--- config.mk ---
export PLATFORM = sky130hd
export DESIGN_NAME = gpc_pipe
export DESIGN_NICKNAME = d
export VERILOG_FILES = /design/src/rtl/gpc_pipe.sv
export SDC_FILE = /design/constraint.sdc
export NUM_CORES = 1
export LEC_CHECK = 0
export ABC_AREA = 1
export CORE_ASPECT_RATIO = 1.5
export CORE_MARGIN = 10
export CORE_UTILIZATION = 55
export CTS_CLUSTER_SIZE = 40
export DETAILED_ROUTE_END_ITERATION = 10
export HOLD_SLACK_MARGIN = 0.03
export MAX_ROUTING_LAYER = met4
export PLACE_DENSITY = 0.82
export SYNTH_ARGS = -nofsm -noshare
export SYNTH_HDL_FRONTEND = slang
export SYNTH_SLANG_ARGS = --single-unit
--- constraint.sdc ---
create_clock -name clk -period 5.2 [get_ports clk]
set_input_delay 0.78 -clock clk [delete_from_list [all_inputs] [get_ports clk]]
set_output_delay 0.78 -clock clk [all_outputs]
set_load 0.01 [all_outputs]
--- src/rtl/gpc_pipe.sv ---
// Two-stage streaming generalized parallel counter: column popcounts, then
// weighted sum, with valid/ready on both sides and an optional running accumulator.
module gpc_pipe #(
  parameter int H0   = 3,
  parameter int H1   = 2,
  parameter int H2   = 6,
  parameter int OW   = 5,
  parameter int ACCW = 16
) (
  input  logic            clk,
  input  logic            rst,
  input  logic            in_valid,
  output logic            in_ready,
  input  logic [H0-1:0]   src0,
  input  logic [H1-1:0]   src1,
  input  logic [H2-1:0]   src2,
  input  logic            acc_en,
  input  logic            acc_clr,
  output logic            out_valid,
  input  logic            out_ready,
  output logic [OW-1:0]   dst,
  output logic [ACCW-1:0] acc,
  output logic            acc_ovf
);

  localparam int C0W = $clog2(H0 + 1);
  localparam int C1W = $clog2(H1 + 1);
  localparam int C2W = $clog2(H2 + 1);

  logic             v1_q, v1_d, v2_q, v2_d;
  logic             t1_q, t1_d, t2_q, t2_d;
  logic [C0W-1:0]   c0_q, c0_d, pc0;
  logic [C1W-1:0]   c1_q, c1_d, pc1;
  logic [C2W-1:0]   c2_q, c2_d, pc2;
  logic [OW-1:0]    dst_q, dst_d;
  logic [ACCW-1:0]  acc_q, acc_d;
  logic             acc_ovf_q, acc_ovf_d;
  logic             in_hs, adv1, out_hs;
  logic [ACCW:0]    acc_sum;

  // Stage 1 always drains when stage 2 is free or being emptied, so a full
  // pipe can still take a beat in the same cycle out_ready rises.
  assign in_ready  = !v1_q || !v2_q || out_ready;
  assign in_hs     = in_valid && in_ready;
  assign adv1      = v1_q && (!v2_q || out_ready);
  assign out_hs    = v2_q && out_ready;
  assign out_valid = v2_q;
  assign dst       = dst_q;
  assign acc       = acc_q;
  assign acc_ovf   = acc_ovf_q;

  always_comb begin
    pc0 = '0;
    pc1 = '0;
    pc2 = '0;
    for (int unsigned i = 0; i < H0; i++) pc0 = pc0 + C0W'(src0[i]);
    for (int unsigned i = 0; i < H1; i++) pc1 = pc1 + C1W'(src1[i]);
    for (int unsigned i = 0; i < H2; i++) pc2 = pc2 + C2W'(src2[i]);
  end

  always_comb begin
    v1_d = v1_q;
    t1_d = t1_q;
    c0_d = c0_q;
    c1_d = c1_q;
    c2_d = c2_q;
    if (in_hs) begin
      v1_d = 1'b1;
      t1_d = acc_en;
      c0_d = pc0;
      c1_d = pc1;
      c2_d = pc2;
    end else if (adv1) begin
      v1_d = 1'b0;
    end

    v2_d  = v2_q;
    t2_d  = t2_q;
    dst_d = dst_q;
    if (adv1) begin
      v2_d  = 1'b1;
      t2_d  = t1_q;
      dst_d = OW'(c0_q) + (OW'(c1_q) << 1) + (OW'(c2_q) << 2);
    end else if (out_hs) begin
      v2_d = 1'b0;
    end

    acc_sum   = {1'b0, acc_q} + (ACCW+1)'(dst_q);
    acc_d     = acc_q;
    acc_ovf_d = acc_ovf_q;
    if (acc_clr) begin
      acc_d     = (out_hs && t2_q) ? ACCW'(dst_q) : '0;
      acc_ovf_d = 1'b0;
    end else if (out_hs && t2_q) begin
      acc_d     = acc_sum[ACCW-1:0];
      acc_ovf_d = acc_ovf_q | acc_sum[ACCW];
    end
  end

  always_ff @(posedge clk or posedge rst) begin
    if (rst) begin
      v1_q      <= 1'b0;
      v2_q      <= 1'b0;
      t1_q      <= 1'b0;
      t2_q      <= 1'b0;
      c0_q      <= '0;
      c1_q      <= '0;
      c2_q      <= '0;
      dst_q     <= '0;
      acc_q     <= '0;
      acc_ovf_q <= 1'b0;
    end else begin
      v1_q      <= v1_d;
      v2_q      <= v2_d;
      t1_q      <= t1_d;
      t2_q      <= t2_d;
      c0_q      <= c0_d;
      c1_q      <= c1_d;
      c2_q      <= c2_d;
      dst_q     <= dst_d;
      acc_q     <= acc_d;
      acc_ovf_q <= acc_ovf_d;
    end
  end

endmodule

# After elaboration in Yosys (flattened, before gate mapping)
# Cells that the tools add are included.
dict set report classes {
  addsub 11
  reduce_logical 12
  n_bitwise 1
  mux 9
}
# operator count
set ops {}
lappend ops {{16-bit 2-to-1 mux} 2}
lappend ops {{16-bit by 5-bit adder with 17-bit output} 1}
lappend ops {{3-bit by 1-bit adder with 3-bit output} 3}
lappend ops {{1-bit by 1-bit adder with 2-bit output} 3}
lappend ops {{1-bit 2-to-1 mux} 6}
lappend ops {{2-bit nonzero test} 3}
lappend ops {{4-bit by 5-bit adder with 5-bit output} 1}
lappend ops {{5-bit 2-to-1 mux} 1}
lappend ops {{2-bit by 3-bit adder with 4-bit output} 1}
lappend ops {{1-bit logical AND} 4}
lappend ops {{2-bit by 1-bit adder with 3-bit output} 1}
lappend ops {{1-bit logical OR} 3}
lappend ops {{2-bit by 1-bit adder with 2-bit output} 1}
lappend ops {{1-bit logical NOT} 2}
lappend ops {{1-bit OR} 1}
dict set report totals {
  register_bits 33
  word_cells 43
  output_inout_bits 24
  inputBits 17
}

# Depth between registers and ports, before layout
# Gate-level depths: netlist (run 1).
dict set report logic_depth {
  word_depth 5
  depth_mapped 10
  ltp_nobuf 10
}

# Worst setup path before layout (run 1)
# OpenSTA, ideal clock, no wires.
dict set report synth_path {
  path_type {in2reg}
  startpoint {input src2[0]}
  endpoint {register c2_q[2]}
  required_time_ps 5075
  stages 7
  n_path_buf 0
  t_arrival_ps 2610
  slack_ps 2465
  setup_time_ps 125
  path_cell_list {fa_1 inv_1 fa_1 inv_1 ha_1 fa_1 mux2_2}
}
dict set report synth_via {
  elab_chain_cells 5
}
# item line
set synth_lines {}
lappend synth_lines {{start: declaration} 16} ;# input logic [H2-1:0] src2,
lappend synth_lines {{1-bit by 1-bit adder with 2-bit output} 58} ;# for (int unsigned i = 0; i < H2; i++) pc2 = pc2 + C2W'(src2[i]);
lappend synth_lines {{2-bit by 1-bit adder with 3-bit output} 58}
lappend synth_lines {{3-bit by 1-bit adder with 3-bit output (3 in a row)} 58}
lappend synth_lines {{via pc2[2]} 34} ;# logic [C2W-1:0] c2_q, c2_d, pc2;
lappend synth_lines {{end signal: assignment} 108} ;# c2_q <= '0;
lappend synth_lines {{end signal: assignment} 119} ;# c2_q <= c2_d;
lappend synth_lines {{end: declaration} 34}
# The timed path passes the listed nets, and every way through them passes these cells.
# A chain may end at the register's enable or synchronous reset.

# Worst setup path in the final report (run 1)
# Same ends and word-level chain as after synthesis.

==> qor.yml, run 1 <==
dieHeight_microns: 93.20
ios: 41
finalSetupViolCount: 0
synth_area_leader_cell: "dfrtp_1"
vias: 1699
power-per-cell-area_mw_per_mm2: 332.8
final_antenna_net_count: 0
wire_per_inst_microns: 13.43
grt.total_usage: 0.1606
worstPathArrival_ns: 3.14
drc: 0
path_delay_family: "adder cells"
gr-total-overflow: 0
grt_pass1_wl_microns: 7866
end_kind: "flop"
grt_pass1_vias: 1733
root_buffer: "clkbuf_8"
skew_ns: 0.006440
holdBufCountCts: 0
fin_util: 0.7264
vias_per_cell: 5.133
synth_nets: 276
timing.critical_path.buf_inv: 3
port_buffers: 40
placed_cell_area_sq_mm: 0.002395
hold_viol_final: 0
clockBufferDepth: 2
die_x_microns: 68.80
drt_iter0_markers: 103
syn2layout_area_growth_pct: 26.31
min_period_ns: 2.961
ys_seq_elements: 33
path_class: "primary input to flop"
startpoint_type: "primary input"
drive_gt1_frac: 0.06920
first_pass_iters: 5
tns_ns: 0
grt_max_degree: 34
ys_warn_count: 0
dpl.hpwl_microns: 3393
cts_setup_buffers: 0
core_region_area_sq_mm: 0.003416
syn_inst: 244
cts_buffers: 5
cp_cell_sequence: "clkdlybuf4s50_1 -> fa_1 -> inv_1 -> fa_1 -> inv_1 -> ha_1 -> fa_1 -> mux2_2"
antenna_found_initial: 0
n_antenna_cell: 0
p_leak_nw: 1.255
clock-sinks: 33
final_cell_mix: "57 x nand2_1, 40 x clkdlybuf4s50_1, 39 x inv_1"
nets: 321
n_fill_cell: 278
fin_area_sq_mm: 0.002481
tightest_slew_ns: 0.4981
fmax_mhz: 337.7
synth_top_area_frac: 0.4204
slew_headroom: 0.6659
die-area_sq_mm: 0.006411
htreeDepth: 2
critPathMaxFanout: 1
outcome: "finished, final reports clean"
hp-class: "flop to flop"
clkTransAtPathRegs_ns: 0.07
cpMostUsedCell: "fa_1"
ys_types: 26
crit_path_top_delay_cell: "fa_1"
synthTopCellsByArea: "dfrtp_1 42%, nand2_1 11%, inv_1 7.5%, nor2_1 6.5%, fa_1 6.1%"
initial_core_util: 0.5751
place.gp.congestion: 0.8282
period_share: 0.5694
rsz0062_at_grt: "no"
final_common_cell: "nand2_1"
fp-row-count: 26
cts_tree: "built"
maxCapViolCount: 0
syn_area_sq_mm: 0.001964
cts_resized: 0
irDropWorstVdd_uv: 311.3
cp_slowest_stage_delay_ns: 0.55
multiInputGateArea_sq_um: 954.7
seq_area_frac_synth: 0.4204
synth_area_per_cell_sq_um: 8.051
seq_area_sq_um: 825.8
cp.required_ns: 5.38
drv_slew: 0
totalWireLength_microns: 4444
clk-insertion-delay-late_ns: 0.29
final timing paths:
check,to,startpoint,slack (ns),cells past startpoint
worst max register to register,acc[14],dst[0],3.31,10
worst min register to register,c0_q[1],c0_q[1],0.51,1
worst min-delay path,c0_q[1],c0_q[1],0.51,1
max in group asynchronous,c0_q[0],rst,4.01,3
min in group asynchronous,acc[15],rst,0.88,3
worst max-delay path,c2_q[2],src2[0],2.24,8
cell usage after synthesis:
cell / number
a21oi_1: 12
and2_1: 2
buf_4: 1
buf_6: 2
clkinv_1: 1
dfrtp_1: 33
fa_1: 6
ha_1: 9
inv_1: 39
inv_2: 1
mux2_1: 1
mux2_2: 3
nand2_1: 57
nand2_2: 4
nand3_1: 13
nand3_2: 1
nand4_1: 3
nor2_1: 34
nor2_2: 1
nor2_4: 1
nor2_8: 1
o21ai_0: 15
o31ai_1: 1
or2_2: 1
xnor2_1: 1
xor2_1: 1
cells by family after synthesis:
group	after synthesis	share of synthesized area
xor+xnor	2	0.008919
flops	33	0.4204
fa+ha+maj	15	0.1185
buf+inv	44	0.09363
simple gates	118	0.2631
compound gates	28	0.07261
mux	4	0.02293
stage by stage:
step | worst slack [ns] | power, mW | std cells | hold WS [ns]
after global routing | 2.144 | 0.8882 | 331 | 0.5206
final | 2.239 | 0.8257 | 331 | 0.5070
after CTS | 2.233 | 0.8348 | 331 | 0.5081
after detailed placement | 1.926 | 0.6341 | 324 | 0.4807
after floorplan | 2.465 | 0.5173 | 244 | 0.4476
after global placement | 2.006 | 0.6212 | 324 | 0.4634
per-layer routing:
metal / wire length [microns] / vias up / GRT usage / part of all wire
met1: 1716 / 808 / 0.1735 / 0.39
met3: 214 / 8 / 0.03704 / 0.048
met4: 86 / 0 / 0.06271 / 0.019
li1: - / 845 / - / -
met2: 2427 / 38 / 0.2724 / 0.55
met5: 0 / - / - / 0
where the power goes:
part           internal [mW]  switching (mW)  total [mW]
Sequential             0.301          0.0426       0.344
Clock                  0.105          0.0923       0.197
Combinational          0.136           0.148       0.285
Total                  0.542           0.283       0.826
state kept, by name, summed over array words and instances, names as in the netlist:
signal     flops
acc           16
acc_ovf        1
c0_q           2
c1_q           2
c2_q           3
dst            5
out_valid      1
t1_q           1
t2_q           1
v1_q           1
layout make-up:
cell class,instances,area share
Timing Repair Buffer,41,0.1644
Clock buffer,7,0.03480
Sequential cell,33,0.3328
Inverter,41,0.06203
Tap cell,42,0.02118
Multi-Input combinational cell,167,0.3848
(Power assumes the default switching activity.)
==> inputs of run 2 (changes only) <==
--- a/config.mk
+++ b/config.mk
@@ -8,12 +8,12 @@
 export ABC_AREA = 1
 export CORE_ASPECT_RATIO = 1.5
 export CORE_MARGIN = 10
-export CORE_UTILIZATION = 55
+export CORE_UTILIZATION = 46
 export CTS_CLUSTER_SIZE = 40
 export DETAILED_ROUTE_END_ITERATION = 10
 export HOLD_SLACK_MARGIN = 0.03
 export MAX_ROUTING_LAYER = met4
-export PLACE_DENSITY = 0.82
+export PLACE_DENSITY = 0.73
 export SYNTH_ARGS = -nofsm -noshare
 export SYNTH_HDL_FRONTEND = slang
 export SYNTH_SLANG_ARGS = --single-unit
==> constraint.sdc (replaced) <==
create_clock -name clk -period 2.4 [get_ports clk]
set_input_delay 0.36 -clock clk [delete_from_list [all_inputs] [get_ports clk]]
set_output_delay 0.36 -clock clk [all_outputs]
set_load 0.01 [all_outputs]
==> qor.yml, run 2 (synthesis results as in run 1) <==
outcome: "finished, final reports clean"
antenna_found_initial: 0
worstPathArrival_ns: 2.52
n_fill_cell: 379
final_cell_mix: "57 x nand2_1, 38 x inv_1, 37 x clkdlybuf4s50_1"
nets: 322
skew_ns: 0.005429
largest_reg_flops: 16
path_class: "primary input to flop"
fp-row-count: 29
maxCapViolCount: 0
drc: 0
syn2layout_area_growth_pct: 27.20
clk-insertion-delay-late_ns: 0.28
fin_ws_ns: 0.08933
drive_gt1_frac: 0.09310
totalWireLength_microns: 4252
hp-class: "primary input to asynchronous set/reset pin"
startpoint_type: "primary input"
root_buffer: "clkbuf_8"
cts_tree: "built"
finalSetupViolCount: 0
end_kind: "flop"
clockBufferDepth: 2
place.gp.congestion: 0.8284
dieHeight_microns: 100.0
rsz0062_at_grt: "no"
drt_iter0_markers: 132
cp.required_ns: 2.61
vias: 1670
first_pass_iters: 4
clock-sinks: 33
initial_core_util: 0.4708
htreeDepth: 2
hold_viol_final: 0
p_leak_nw: 1.258
final_common_cell: "nand2_1"
cts_buffers: 5
critPathMaxFanout: 1
grt.total_usage: 0.1280
min_period_ns: 2.311
grt_max_degree: 34
fmax_mhz: 432.8
n_antenna_cell: 0
ios: 41
tightest_slew_ns: 0.4275
vias_per_cell: 4.970
dpl.hpwl_microns: 3341
fin_hold_ws_ns: 0.4615
drv_slew: 0
gr-total-overflow: 0
die-area_sq_mm: 0.007338
wire_per_inst_microns: 12.65
power-per-cell-area_mw_per_mm2: 713.6
grt_pass1_wl_microns: 7576
fin_util: 0.5988
clkTransAtPathRegs_ns: 0.07
slew_headroom: 0.7150
place_ws_ns: -0.4305
grt_pass1_vias: 1773
period_share: 0.9628
final_antenna_net_count: 0
irDropWorstVdd_uv: 544.7
core_region_area_sq_mm: 0.004173
port_buffers: 40
die_x_microns: 73.36
cts_setup_buffers: 0
[run 2: cell types whose count changed in the layout (fill, tap and decap cells not counted), sizes merged]
cell           delta
buf               +1
clkbuf            +1
clkdlybuf4s15     +1
clkdlybuf4s50     -3
dlygate4sd2       +1
[run 2: path summary, 6_finish.rpt]
kind | start | endpoint | slack (ns) | cells past startpoint
setup / recovery | src2[0] | c2_q[1] | 0.09 | 9
hold / removal | rst | acc_ovf | 0.46 | 3
setup reg to reg | dst[0] | acc[14] | 0.55 | 10
hold reg to reg | c0_q[1] | c0_q[1] | 0.51 | 1
max in group asynchronous | rst | t1_q | 1.62 | 3
min in group clk | c0_q[1] | c0_q[1] | 0.51 | 1
[run 2: worst max-delay path, stage by stage]
cell and delay, ns:
dlygate4sd2_1 0.24, fa_1 0.49, inv_2 0.04, fa_1 0.50
inv_1 0.04, ha_2 0.17, fa_2 0.54, nor2_2 0.04
a21oi_2 0.09
[run 2: cell type report]
type,instances,area (sq um),share of cell area
Multi-Input combinational cell,167,965.9,0.3866
Tap cell,46,57.56,0.02303
Sequential cell,33,825.8,0.3305
Inverter,41,153.9,0.06159
Clock buffer,7,86.33,0.03455
Timing Repair Buffer,42,409.1,0.1637
[run 2: report_power, final]
group          internal, mW  switching (mW)
clock                 0.227           0.192
combinational         0.299           0.325
sequential            0.653          0.0866
total                  1.18           0.603
[run 2: layer usage]
layer,up-vias,GRT usage,part of all wire
met5,-,-,0
met4,0,0.03165,0.010
met3,6,0.04738,0.062
met2,27,0.2369,0.55
met1,791,0.1188,0.38
li1,846,-,-
[run 2: repair_timing]
action	4_1_cts	5_1_grt
pin swaps	0	3
hold endpoints to repair	0	0
resized for setup	5	6
setup endpoints to repair	2	1
hold buffers	0	0
[run 2: stage by stage]
step	cell area, sq um	TNS [ns]	cells	total power [mW]
finish	2499	0	336	1.783
global route	2499	0	336	1.935
CTS	2495	0	336	1.802
detailed placement	2407	-0.8829	329	1.377
global placement	2407	-0.7997	329	1.352
floorplan	1964	0	244	1.121
==> inputs of run 3 (changes only) <==
--- a/config.mk
+++ b/config.mk
@@ -7,7 +7,7 @@
 export LEC_CHECK = 0
 export ABC_AREA = 1
 export CORE_ASPECT_RATIO = 1.5
-export CORE_MARGIN = 10
+export CORE_MARGIN = 8
 export CORE_UTILIZATION = 46
 export CTS_CLUSTER_SIZE = 40
 export DETAILED_ROUTE_END_ITERATION = 10
==> qor.yml, run 3 (synthesis results as in run 1) <==
outcome: "finished, final reports clean"
power-per-cell-area_mw_per_mm2: 702.1
drc: 0
antenna_found_initial: 0
end_kind: "flop"
seq_power_share: 0.428
syn2layout_area_growth_pct: 26.11
crit_path_top_delay_cell: "fa_1"
fin_ws_ns: 0.07212
holdBufCountCts: 0
dpl.hpwl_microns: 3173
place.gp.congestion: 0.7976
dieHeight_microns: 96.04
drive_gt1_frac: 0.07266
drt_iter0_markers: 129
maxCapViolCount: 0
clkTransAtPathRegs_ns: 0.07
cts_tree: "built"
clock-sinks: 33
grt_max_degree: 34
root_buffer: "clkbuf_8"
first_pass_iters: 4
skew_ns: 0.007363
port_buffers: 40
wire_per_inst_microns: 12.59
cp.required_ns: 2.57
clockBufferDepth: 2
min_period_ns: 2.328
grt.total_usage: 0.1389
core_region_area_sq_mm: 0.004173
cp_slowest_stage_delay_ns: 0.53
ios: 41
final_antenna_net_count: 0
initial_core_util: 0.4708
die-area_sq_mm: 0.006661
cp_cell_sequence: "dlygate4sd2_1 -> fa_1 -> inv_1 -> fa_1 -> inv_1 -> ha_1 -> fa_1 -> mux2_2"
cts_buffers: 5
finalSetupViolCount: 0
power_frac_comb: 0.351
startpoint_type: "primary input"
final_cell_mix: "57 x nand2_1, 39 x inv_1, 37 x clkdlybuf4s50_1"
placed_cell_area_sq_mm: 0.002407
worstSetupStartpoint: "src2[0]"
fp-row-count: 29
path_class: "primary input to flop"
period_share: 0.9700
gr-total-overflow: 0
grt_pass1_wl_microns: 7438
htreeDepth: 2
tightest_slew_ns: 0.4261
p_int_mw: 1.136
r2r-start: "dst[0]"
vias: 1635
path_delay_family: "adder cells"
nets: 322
dp.cells: 329
irDropWorstVdd_uv: 484.2
fin_area_sq_mm: 0.002477
cts_resized: 3
timing.critical_path.buf_inv: 3
place_ws_ns: -0.4293
totalWireLength_microns: 4218
clk-insertion-delay-late_ns: 0.29
cpMostUsedCell: "fa_1"
rsz0062_at_grt: "no"
hold_viol_final: 0
die_x_microns: 69.36
hp-class: "primary input to asynchronous set/reset pin"
grt_pass1_vias: 1737
fmax_mhz: 429.6
critPathMaxFanout: 1
largest_reg_flops: 16
vias_per_cell: 4.881
p_clk_frac: 0.221
switching_share: 0.3466
p_sw_uw: 602.9
p_leak_nw: 1.259
final_cells: 335
worstPathArrival_ns: 2.50
drv_slew: 0
slew_headroom: 0.7159
final_common_cell: "nand2_1"
fin_util: 0.5937
cts_setup_buffers: 0
n_antenna_cell: 0
power_mw: 1.739
## run 3: area by class of cell
cell class                      instances  area [sq um]
Sequential cell                        33         825.8
Clock buffer                            5         68.82
Timing Repair Buffer                   42         411.6
Inverter                               41         153.9
Fill cell                             383          1695
Multi-Input combinational cell        167         954.7
Clock inverter                          1         5.005
Tap cell                               46         57.56
## run 3: metal layers
layer / up-vias / global-route usage / part of all wire
li1: 843 / - / -
met1: 754 / 0.1283 / 0.40
met2: 31 / 0.2637 / 0.54
met3: 7 / 0.04128 / 0.042
met4: 0 / 0.05317 / 0.016
met5: - / - / 0
## run 3: power by group through the flow
| stage | registers (mW) | logic [mW] | clock network [mW] |
|---|---|---|---|
| after CTS | 0.745 | 0.619 | 0.395 |
| after global placement | 0.749 | 0.603 | 0 |
| after detailed placement | 0.754 | 0.614 | 0 |
| final | 0.745 | 0.610 | 0.385 |
| after floorplan | 0.761 | 0.360 | 0 |
| after global routing | 0.759 | 0.694 | 0.412 |
## run 3: worst register-to-register path: cells and delay by family (launching register included)
family | cells | cell delay, ns
fa+ha+maj | 2 | 0.63
flops | 1 | 0.41
simple gates | 8 | 0.75
## run 3: worst paths after layout
path                                 to  slack (ns)  depth (start not counted)
min in group clk                   t2_q        0.50                          2
max in group asynchronous        acc[7]        1.62                          3
worst min register to register     t2_q        0.50                          2
worst max-delay path            c2_q[2]        0.07                          8
worst min-delay path            acc[14]        0.46                          3
worst max register to register  acc[14]        0.51                         10
## run 3: through the flow
step / setup TNS, ns / hold slack (ns)
after floorplan: 0 / 0.4231
after detailed placement: -0.8960 / 0.4967
after global routing: 0 / 0.5074
after global placement: -0.8020 / 0.4738
final: 0 / 0.4644
after CTS: 0 / 0.4804
